`src/rtl/booth_mult_arbiter.sv`:
```
// Round-robin front end that shares one Booth multiplier datapath/controller
// among NREQ clients: latches the winner's operands, starts, waits, returns the product, clears.
module booth_mult_arbiter #(
  parameter int WIDTH   = 16,
  parameter int NREQ    = 4,
  parameter int TIMEOUT = 2*WIDTH+8
) (
  input  logic                    clk,
  input  logic                    rst,
  input  logic [NREQ-1:0]         req,
  input  logic [NREQ*WIDTH-1:0]   opa_in,
  input  logic [NREQ*WIDTH-1:0]   opb_in,
  output logic [NREQ-1:0]         gnt,
  output logic [2*WIDTH-1:0]      res_out,
  output logic [NREQ-1:0]         res_vld,
  output logic                    err,
  output logic                    busy,
  output logic [WIDTH-1:0]        mul_a,
  output logic [WIDTH-1:0]        mul_b,
  output logic                    mul_start,
  output logic                    mul_clr,
  input  logic                    mul_done,
  input  logic [2*WIDTH-1:0]      mul_prod
);

  localparam int IW = (NREQ > 1) ? $clog2(NREQ) : 1;
  localparam int CW = $clog2(TIMEOUT + 1);
  localparam logic [CW-1:0] TMO    = CW'(TIMEOUT);
  localparam logic [CW-1:0] TMO_M1 = CW'(TIMEOUT - 1);

  typedef enum logic [2:0] {
    S_IDLE  = 3'd0,
    S_GRANT = 3'd1,
    S_START = 3'd2,
    S_WAIT  = 3'd3,
    S_DONE  = 3'd4,
    S_CLR   = 3'd5
  } state_t;

  state_t          state_r;
  logic [IW-1:0]   ptr_r;
  logic [IW-1:0]   win_r;
  logic [CW-1:0]   cnt_r;
  logic [IW-1:0]   pick_s;
  logic            any_req_s;

  function automatic logic [IW-1:0] next_idx(input logic [IW-1:0] i);
    if (i == IW'(NREQ - 1)) begin
      return {IW{1'b0}};
    end else begin
      return i + IW'(1'b1);
    end
  endfunction

  // First requester found scanning upward from p, wrapping modulo NREQ.
  function automatic logic [IW-1:0] rr_pick(input logic [NREQ-1:0] r, input logic [IW-1:0] p);
    logic [IW-1:0] idx;
    logic [IW-1:0] pick;
    logic          found;
    idx   = p;
    pick  = p;
    found = 1'b0;
    for (int i = 0; i < NREQ; i++) begin
      if (!found && r[idx]) begin
        pick  = idx;
        found = 1'b1;
      end
      idx = next_idx(idx);
    end
    return pick;
  endfunction

  // Round-robin winner selection from the live request vector.
  always_comb begin
    pick_s    = rr_pick(req, ptr_r);
    any_req_s = |req;
  end

  // Sequencer FSM; every output is a register so the datapath sees clean pulses.
  always_ff @(posedge clk) begin
    if (rst) begin
      state_r   <= S_IDLE;
      ptr_r     <= {IW{1'b0}};
      win_r     <= {IW{1'b0}};
      cnt_r     <= {CW{1'b0}};
      gnt       <= {NREQ{1'b0}};
      res_out   <= {(2*WIDTH){1'b0}};
      res_vld   <= {NREQ{1'b0}};
      err       <= 1'b0;
      busy      <= 1'b0;
      mul_a     <= {WIDTH{1'b0}};
      mul_b     <= {WIDTH{1'b0}};
      mul_start <= 1'b0;
      mul_clr   <= 1'b1;
    end else begin
      mul_start <= 1'b0;
      mul_clr   <= 1'b0;
      res_vld   <= {NREQ{1'b0}};
      err       <= 1'b0;
      case (state_r)
        S_IDLE: begin
          if (any_req_s) begin
            win_r   <= pick_s;
            gnt     <= NREQ'(1'b1) << pick_s;
            mul_a   <= opa_in[pick_s*WIDTH +: WIDTH];
            mul_b   <= opb_in[pick_s*WIDTH +: WIDTH];
            cnt_r   <= {CW{1'b0}};
            busy    <= 1'b1;
            state_r <= S_GRANT;
          end
        end
        S_GRANT: begin
          mul_start <= 1'b1;
          state_r   <= S_START;
        end
        S_START: begin
          state_r <= S_WAIT;
        end
        S_WAIT: begin
          // Once err has been raised the operation is abandoned even if done arrives late.
          if (cnt_r == TMO) begin
            mul_clr <= 1'b1;
            gnt     <= {NREQ{1'b0}};
            ptr_r   <= next_idx(win_r);
            state_r <= S_CLR;
          end else if (mul_done) begin
            res_out <= mul_prod;
            res_vld <= NREQ'(1'b1) << win_r;
            state_r <= S_DONE;
          end else begin
            cnt_r <= cnt_r + CW'(1'b1);
            if (cnt_r == TMO_M1) begin
              err <= 1'b1;
            end
          end
        end
        S_DONE: begin
          mul_clr <= 1'b1;
          gnt     <= {NREQ{1'b0}};
          ptr_r   <= next_idx(win_r);
          state_r <= S_CLR;
        end
        S_CLR: begin
          busy    <= 1'b0;
          state_r <= S_IDLE;
        end
        default: begin
          gnt     <= {NREQ{1'b0}};
          busy    <= 1'b0;
          state_r <= S_IDLE;
        end
      endcase
    end
  end

endmodule

```
`config.mk`:
```
export PLATFORM = sky130hd
export DESIGN_NAME = booth_mult_arbiter
export DESIGN_NICKNAME = d
export VERILOG_FILES = /design/src/rtl/booth_mult_arbiter.sv
export SDC_FILE = /design/constraint.sdc
export NUM_CORES = 1
export LEC_CHECK = 0
export CORE_MARGIN = 2
export CORE_UTILIZATION = 30
export CTS_CLUSTER_DIAMETER = 200
export DETAILED_ROUTE_END_ITERATION = 16
export GPL_TIMING_DRIVEN = 0
export PLACE_DENSITY = 0.67
export SLEW_MARGIN = 40
export SYNTH_ARGS = -nofsm -noshare
export SYNTH_HDL_FRONTEND = slang
export SYNTH_SLANG_ARGS = --single-unit
```
`constraint.sdc`:
```
create_clock -name clk -period 4.4 [get_ports clk]
set_input_delay 0.44 -clock clk [delete_from_list [all_inputs] [get_ports clk]]
set_output_delay 0.44 -clock clk [all_outputs]
set_load 0.005 [all_outputs]
```
==> results.py, run 1 <==
metrics = {
    "synth": {
        "async_flop_share_pct": 0,
        "synth_common_cells": "nand2_1 (106), dfxtp_1 (89), mux2i_1 (71)",
        "yosysSeqAreaShare_pct": 41.1,
        "synthTopCellsByArea": "dfxtp_1 (41%), mux2i_1 (16%), nand2_1 (9.2%), o221ai_1 (6.5%), a21oi_1 (4.6%)",
        "synth_top_area_share_pct": 41.1,
        "synth_area_leader_cell": "dfxtp_1",
        "yosys_warnings": 0,
        "synth.most_common_cell": "nand2_1",
        "netlist_area_um2": 4330,
        "synthFlopType": "dfxtp_1",
        "syn_area_per_cell_um2": 8.86,
        "synth_nets": 660,
        "synthCells": 489,
        "synth_edf_count": 0,
        "ys_types": 52,
        "ys_ff_latch": 89,
    },
    "drt": {
        "dr.pass1.iters": 4,
        "vias": 4533,
        "ant_nets": 0,
        "routed_wl_mm": 15.2,
        "drc": 0,
        "avgViaCountPerCell": 4.90,
        "drt_iter0_drc": 181,
        "avgRoutedWirePerCell_um": 16.4,
    },
    "setup_path": {
        "startpoint_type": "flip-flop",
        "cp_max_fo": 10,
        "critPathKind": "flip-flop to flip-flop",
        "r2r_end": "mul_a[11]$_SDFFE_PP0P_",
        "cp.required_ns": 4.62,
        "ff2ff_path_depth": 9,
        "r2r_start": "ptr_r[1]$_SDFFE_PP0P_",
        "crit_end": "mul_a[11]$_SDFFE_PP0P_",
        "crit_start": "ptr_r[1]$_SDFFE_PP0P_",
        "cp-end-kind": "flip-flop",
        "crit_arrival_ns": 3.16,
        "rrSetupSlack_ns": 1.46,
    },
    "cells_and_area": {
        "synthToLayoutAreaGrowth_pct": 68.4,
        "drive_above_1_share_pct": 6.04,
        "nFillCells": 1295,
        "multi_input_area_um2": 2320,
        "nets": 911,
        "insertedDiodeCount": 0,
        "regArea_um2": 1780,
    },
    "timing": {
        "finalHoldViolCount": 0,
        "post-route-min-period_ns": 2.94,
        "fin_skew_ns": 0.00756,
        "holdWs_ns": 0.456,
        "fmax_ghz": 0.340,
        "setup_tns_ns": 0,
        "worst_slew_pin_slew_ns": 0.690,
        "setup_violations": 0,
        "rsz0062_at_grt": "no",
        "finalCritPeriodShare_pct": 66.9,
        "slew_violations": 0,
        "slew_headroom_pct": 53.6,
    },
    "clocking": {
        "cts_tree": "yes",
        "clock_latency_ns": 0.35,
        "numCtsBuffers": 9,
        "clockBufferDepth": 2,
        "clock_sinks": 89,
        "cts_resized": 0,
        "cts_setup_buffers": 0,
        "root_buffer": "clkbuf_16",
        "ctsHoldBuffers": 0,
        "htree_levels": 3,
        "path_clk_slew_ns": 0.07,
    },
    "global_routing": {
        "grt_pass1_vias": 4601,
        "antenna_found_initial": 0,
        "grt_overflow_total": 0,
        "grt_pass1_wl_mm": 22.8,
        "grt_usage_pct": 19.4,
        "grt_max_degree": 19,
    },
    "min_path": {
        "hold_class": "flip-flop to flip-flop",
    },
    "flow_run": {
        "drv_cap": 0,
    },
    "die": {
        "die_h_um": 124,
        "ios": 243,
        "fp.coreArea_um2": 14000,
        "core.rowCount": 43,
        "start_util_pct": 31.0,
        "die_w_um": 124,
        "dieArea_um2": 15400,
    },
    "power": {
        "peakVddDrop_uv": 270,
        "leakage_nw": 2.60,
        "p_per_area_nw_per_um2": 310,
    },
    "placed_design": {
        "portBuffers": 240,
        "dp_hpwl_mm": 12.1,
        "place_congestion": 0.792,
    },
    "status": {
        "status": "complete, no violations",
    },
}
==> cell type report <==
type / count / area share, %
flip-flops and latches: 89 / 24.4
inverters: 7 / 0.360
multi-input cells: 355 / 31.8
plain buffers: 38 / 2.97
repair buffers: 240 / 32.9
clock buffers: 9 / 3.09
well taps: 180 / 3.09
clock inverters: 7 / 1.30
==> how the worst min path moves through the flow <==
stage	start	to	slack, ns	cells past startpoint
after floorplan	win_r[1]$_SDFFE_PP0P_	res_vld[1]$_SDFF_PP0_	0.45	1
after global placement	res_out[1]$_SDFFE_PP0P_	res_out[1]$_SDFFE_PP0P_	0.44	2
after detailed placement	mul_b[9]$_SDFFE_PP0P_	mul_b[9]$_SDFFE_PP0P_	0.45	2
after CTS	res_out[26]$_SDFFE_PP0P_	res_out[26]$_SDFFE_PP0P_	0.46	2
after global routing	res_out[7]$_SDFFE_PP0P_	res_out[7]$_SDFFE_PP0P_	0.48	2
final	res_out[5]$_SDFFE_PP0P_	res_out[5]$_SDFFE_PP0P_	0.46	2
==> routing by layer <==
metal	track usage (%)	wire [um]	vias up
met4	5.97	255	0
met5	0	0	-
met2	33.3	7670	148
li1	-	-	2260
met3	7.05	1120	20
met1	22.4	6160	2105
==> worst max-delay path: stages, from the launching register on <==
cell      delay [ns]
dfxtp_1         0.40
ha_1            0.42
mux4_2          0.58
o21ai_0         0.21
a222oi_1        0.13
a21oi_1         0.15
buf_4           0.18
buf_4           0.27
mux2i_1         0.34
o221ai_1        0.15
==> per-stage QoR <==
stage	utilization [%]	instances	worst slack (ns)	cell area [um^2]	power [mW]
2_1_floorplan	-	489	1.93	4330	1.13
3_3_place_gp	49.7	909	1.29	6960	1.45
3_5_place_dp	49.8	909	1.25	6960	1.46
4_1_cts	52.1	925	1.40	7280	2.29
5_1_grt	52.1	925	1.18	7290	2.36
6_report	52.1	925	1.46	7290	2.26
==> cells in the final DEF (no fill, tap or decap), types with 2 or more instances in the layout <==
cell and n:
clkdlybuf4s50_1 240, clkbuf_16 9, inv_1 7, inv_6 2
mux2i_1 71, buf_2 5, nor4_1 3, xor2_1 3
nand4_1 3, nor2b_1 2, o21a_1 3, or2_2 2
and2_1 2, dfxtp_1 89, xnor2_1 2, nor3_1 7
o221ai_1 32, or3_1 4, buf_4 9, a21oi_1 40
ha_1 4, o21ai_0 6, buf_6 3, nand2_1 106
nor2_1 29, nand3_1 4, nor3b_1 2, inv_8 2
nand3b_1 2, clkbuf_1 20, a32oi_1 3
==> sequential cells by signal, summed over array words and instances, names as in the netlist <==
| register | flops |
|---|---|
| win_r | 2 |
| mul_b | 16 |
| ptr_r | 2 |
| cnt_r | 6 |
| err | 1 |
| gnt | 4 |
| mul_clr | 1 |
| mul_a | 16 |
| mul_start | 1 |
| busy | 1 |
| res_out | 32 |
| state_r | 3 |
| res_vld | 4 |
==> cells by family after synthesis <==
family / count (synthesis) / synth area share [%]
DFF: 89 / 41.1
buffers and inverters: 45 / 5.61
xor gates and xnor gates: 5 / 1.01
adders and majority gates: 4 / 1.16
and+or+nand+nor: 174 / 17.6
muxes: 74 / 17.5
AOI/OAI and AO/OA: 98 / 15.9
==> power breakdown <==
part	internal, mW	switching, mW
logic	0.328	0.219
registers	0.864	0.0324
clock network	0.458	0.359
total	1.65	0.610
Note: power is estimated with default switching activity, not from simulation.
==> run 2, diff against run 1 <==
--- a/config.mk
+++ b/config.mk
@@ -10,7 +10,7 @@
 export CTS_CLUSTER_DIAMETER = 200
 export DETAILED_ROUTE_END_ITERATION = 16
 export GPL_TIMING_DRIVEN = 0
-export PLACE_DENSITY = 0.67
+export PLACE_DENSITY = 0.7
 export SLEW_MARGIN = 40
 export SYNTH_ARGS = -nofsm -noshare
 export SYNTH_HDL_FRONTEND = slang
==> constraint.sdc (replaced) <==
create_clock -name clk -period 2.5 [get_ports clk]
set_input_delay 0.25 -clock clk [delete_from_list [all_inputs] [get_ports clk]]
set_output_delay 0.25 -clock clk [all_outputs]
set_load 0.005 [all_outputs]
==> run 2 against run 1 <==
The run now ends with negative setup slack left. Highest routed layer unchanged. Global-route usage is 0.58 points higher. Die area stayed put. Clock power increased by 66%. Routed wire length up 4.5%. Combinational power up 92%. Non-clock buffer count increased by 14. Clock skew increased by 0.0042 ns. Worst hold slack lost 0.050 ns. First-iteration DRC count up 2.8%. Sequential power is 76% higher. Cell count is 1.5% higher. Largest cell class unchanged. Maximum frequency is 9.3% higher.
==> results.py, run 2 (same netlist as run 1, synthesis figures left out) <==
metrics = {
    "placed_design": {
        "portBuffers": 240,
        "dp_hpwl_mm": 12.1,
        "placed_cell_area_um2": 6960,
        "place_congestion": 0.834,
    },
    "power": {
        "leakage_nw": 2.73,
        "peakVddDrop_uv": 402,
        "power_mw": 3.99,
        "p_per_area_nw_per_um2": 522,
    },
    "cells_and_area": {
        "top_register": "res_out",
        "mostFrequentLayoutCell": "clkdlybuf4s50_1",
        "reg_top3": "res_out (32), mul_a (16), mul_b (16)",
        "final_core_util_pct": 54.7,
        "insertedDiodeCount": 0,
        "synthToLayoutAreaGrowth_pct": 76.6,
        "nets": 925,
        "largest_reg_flops": 32,
        "drive_above_1_share_pct": 11.2,
        "final_cell_mix": "clkdlybuf4s50_1 (240), nand2_1 (106), dfxtp_1 (87)",
        "nFillCells": 1283,
        "final_cell_area_um2": 7650,
    },
    "timing": {
        "setup_violations": 37,
        "finalCritPeriodShare_pct": 108,
        "setup_ws_ns": -0.194,
        "worst_slew_pin_slew_ns": 0.868,
        "post-route-min-period_ns": 2.69,
        "slew_violations": 0,
        "fmax_ghz": 0.371,
        "finalHoldViolCount": 0,
        "fin_skew_ns": 0.0117,
        "rsz0062_at_grt": "yes",
        "slew_headroom_pct": 41.7,
    },
    "clocking": {
        "path_clk_slew_ns": 0.07,
        "cts_tree": "yes",
        "clockBufferDepth": 2,
        "clock_latency_ns": 0.35,
        "clock_sinks": 89,
        "numCtsBuffers": 9,
        "ctsHoldBuffers": 0,
        "root_buffer": "clkbuf_16",
        "htree_levels": 3,
    },
    "drt": {
        "avgViaCountPerCell": 5.03,
        "ant_nets": 0,
        "vias": 4725,
        "dr.pass1.iters": 4,
        "drt_iter0_drc": 186,
        "avgRoutedWirePerCell_um": 16.9,
        "routed_wl_mm": 15.9,
        "drc": 0,
    },
    "flow_run": {
        "drv_cap": 0,
    },
    "setup_path": {
        "critical-path-slowest-cell": "or3_4",
        "crit_arrival_ns": 2.92,
        "cpMostUsedCell": "buf_12",
        "r2r_start": "ptr_r[1]$_SDFFE_PP0P_",
        "ff2ff_path_depth": 12,
        "cp-end-kind": "flip-flop",
        "startpoint_type": "flip-flop",
        "critPathKind": "flip-flop to flip-flop",
        "max_stage_delay_ns": 0.39,
        "crit_chain": "ha_4 -> buf_8 -> inv_2 -> or3_4 -> a31oi_4 -> a222oi_1 -> a21oi_2 -> buf_6 -> buf_12 -> buf_12 -> mux2i_2 -> o221ai_1",
        "cp_max_fo": 7,
        "cp.required_ns": 2.72,
        "crit_start": "ptr_r[1]$_SDFFE_PP0P_",
    },
    "status": {
        "violations": "negative setup slack",
        "status": "finished with violations",
    },
    "die": {
        "fp.coreArea_um2": 14000,
        "dieArea_um2": 15400,
        "start_util_pct": 31.0,
        "die_w_um": 124,
        "ios": 243,
        "core.rowCount": 43,
        "die_h_um": 124,
    },
    "global_routing": {
        "grt_pass1_wl_mm": 23.7,
        "grt_pass1_vias": 4699,
        "grt_overflow_total": 0,
        "grt_max_degree": 18,
        "grt_usage_pct": 20.0,
        "antenna_found_initial": 0,
    },
    "min_path": {
        "min_path_cells": 2,
        "hold_start": "rst",
        "hold_class": "input pin to flip-flop",
    },
}
-- run 2: final timing paths --
path,slack [ns],endpoint
worst min-delay path,0.41,state_r[0]$_SDFFE_PP0P_
worst max register to register,-0.19,mul_a[10]$_SDFFE_PP0P_
worst min register to register,0.46,res_out[22]$_SDFFE_PP0P_
worst max-delay path,-0.19,mul_a[10]$_SDFFE_PP0P_
-- run 2: critical path, delay by kind of cell (launching register included) --
family	cells	cell delay, ns
buffers and inverters	5	0.63
adders and majority gates	1	0.31
and+or+nand+nor	1	0.39
DFF	1	0.36
muxes	1	0.23
AOI/OAI and AO/OA	4	0.67
-- run 2: power by group --
part,total [mW],switching (mW),internal [mW]
sequential,1.58,0.0631,1.52
clock,1.36,0.632,0.727
combinational,1.05,0.414,0.639
total,3.99,1.11,2.89
-- run 2: cell type report --
type                       instances  area (um^2)  share of cell area (%)
inverter                           7         26.3                   0.344
clock inverter                     6         57.6                   0.753
clock buffer                      10          239                    3.13
multi-input combinational        355         2490                    32.6
buffer                            37          270                    3.53
sequential                        89         1790                    23.4
tap                              180          225                    2.95
timing repair buffer             255         2550                    33.4
-- run 2: stage by stage --
stage          setup WS (ns)  setup TNS (ns)  std cells  hold WS [ns]
3_3_place_gp          -0.401          -13.41        909         0.443
4_1_cts              -0.0880           -2.07        936         0.414
3_5_place_dp          -0.531          -14.51        909         0.451
5_1_grt               -0.350          -10.39        939         0.439
6_report              -0.194           -4.83        939         0.405
2_1_floorplan         0.0348               0        489         0.327
-- run 2: per-layer routing --
layer	vias to the layer above	GRT usage [%]	part of all wire, %
met1	2269	24.3	41
met2	153	33.9	51
li1	2283	-	-
met3	20	5.86	6.2
met5	-	0	0
met4	0	5.97	1.5
-- run 2: what timing repair did --
item,in CTS,in global routing
gates resized for setup,39,17
buffers inserted,11,3
cloned,1,0
pin swaps,9,10
setup endpoints to repair,37,37
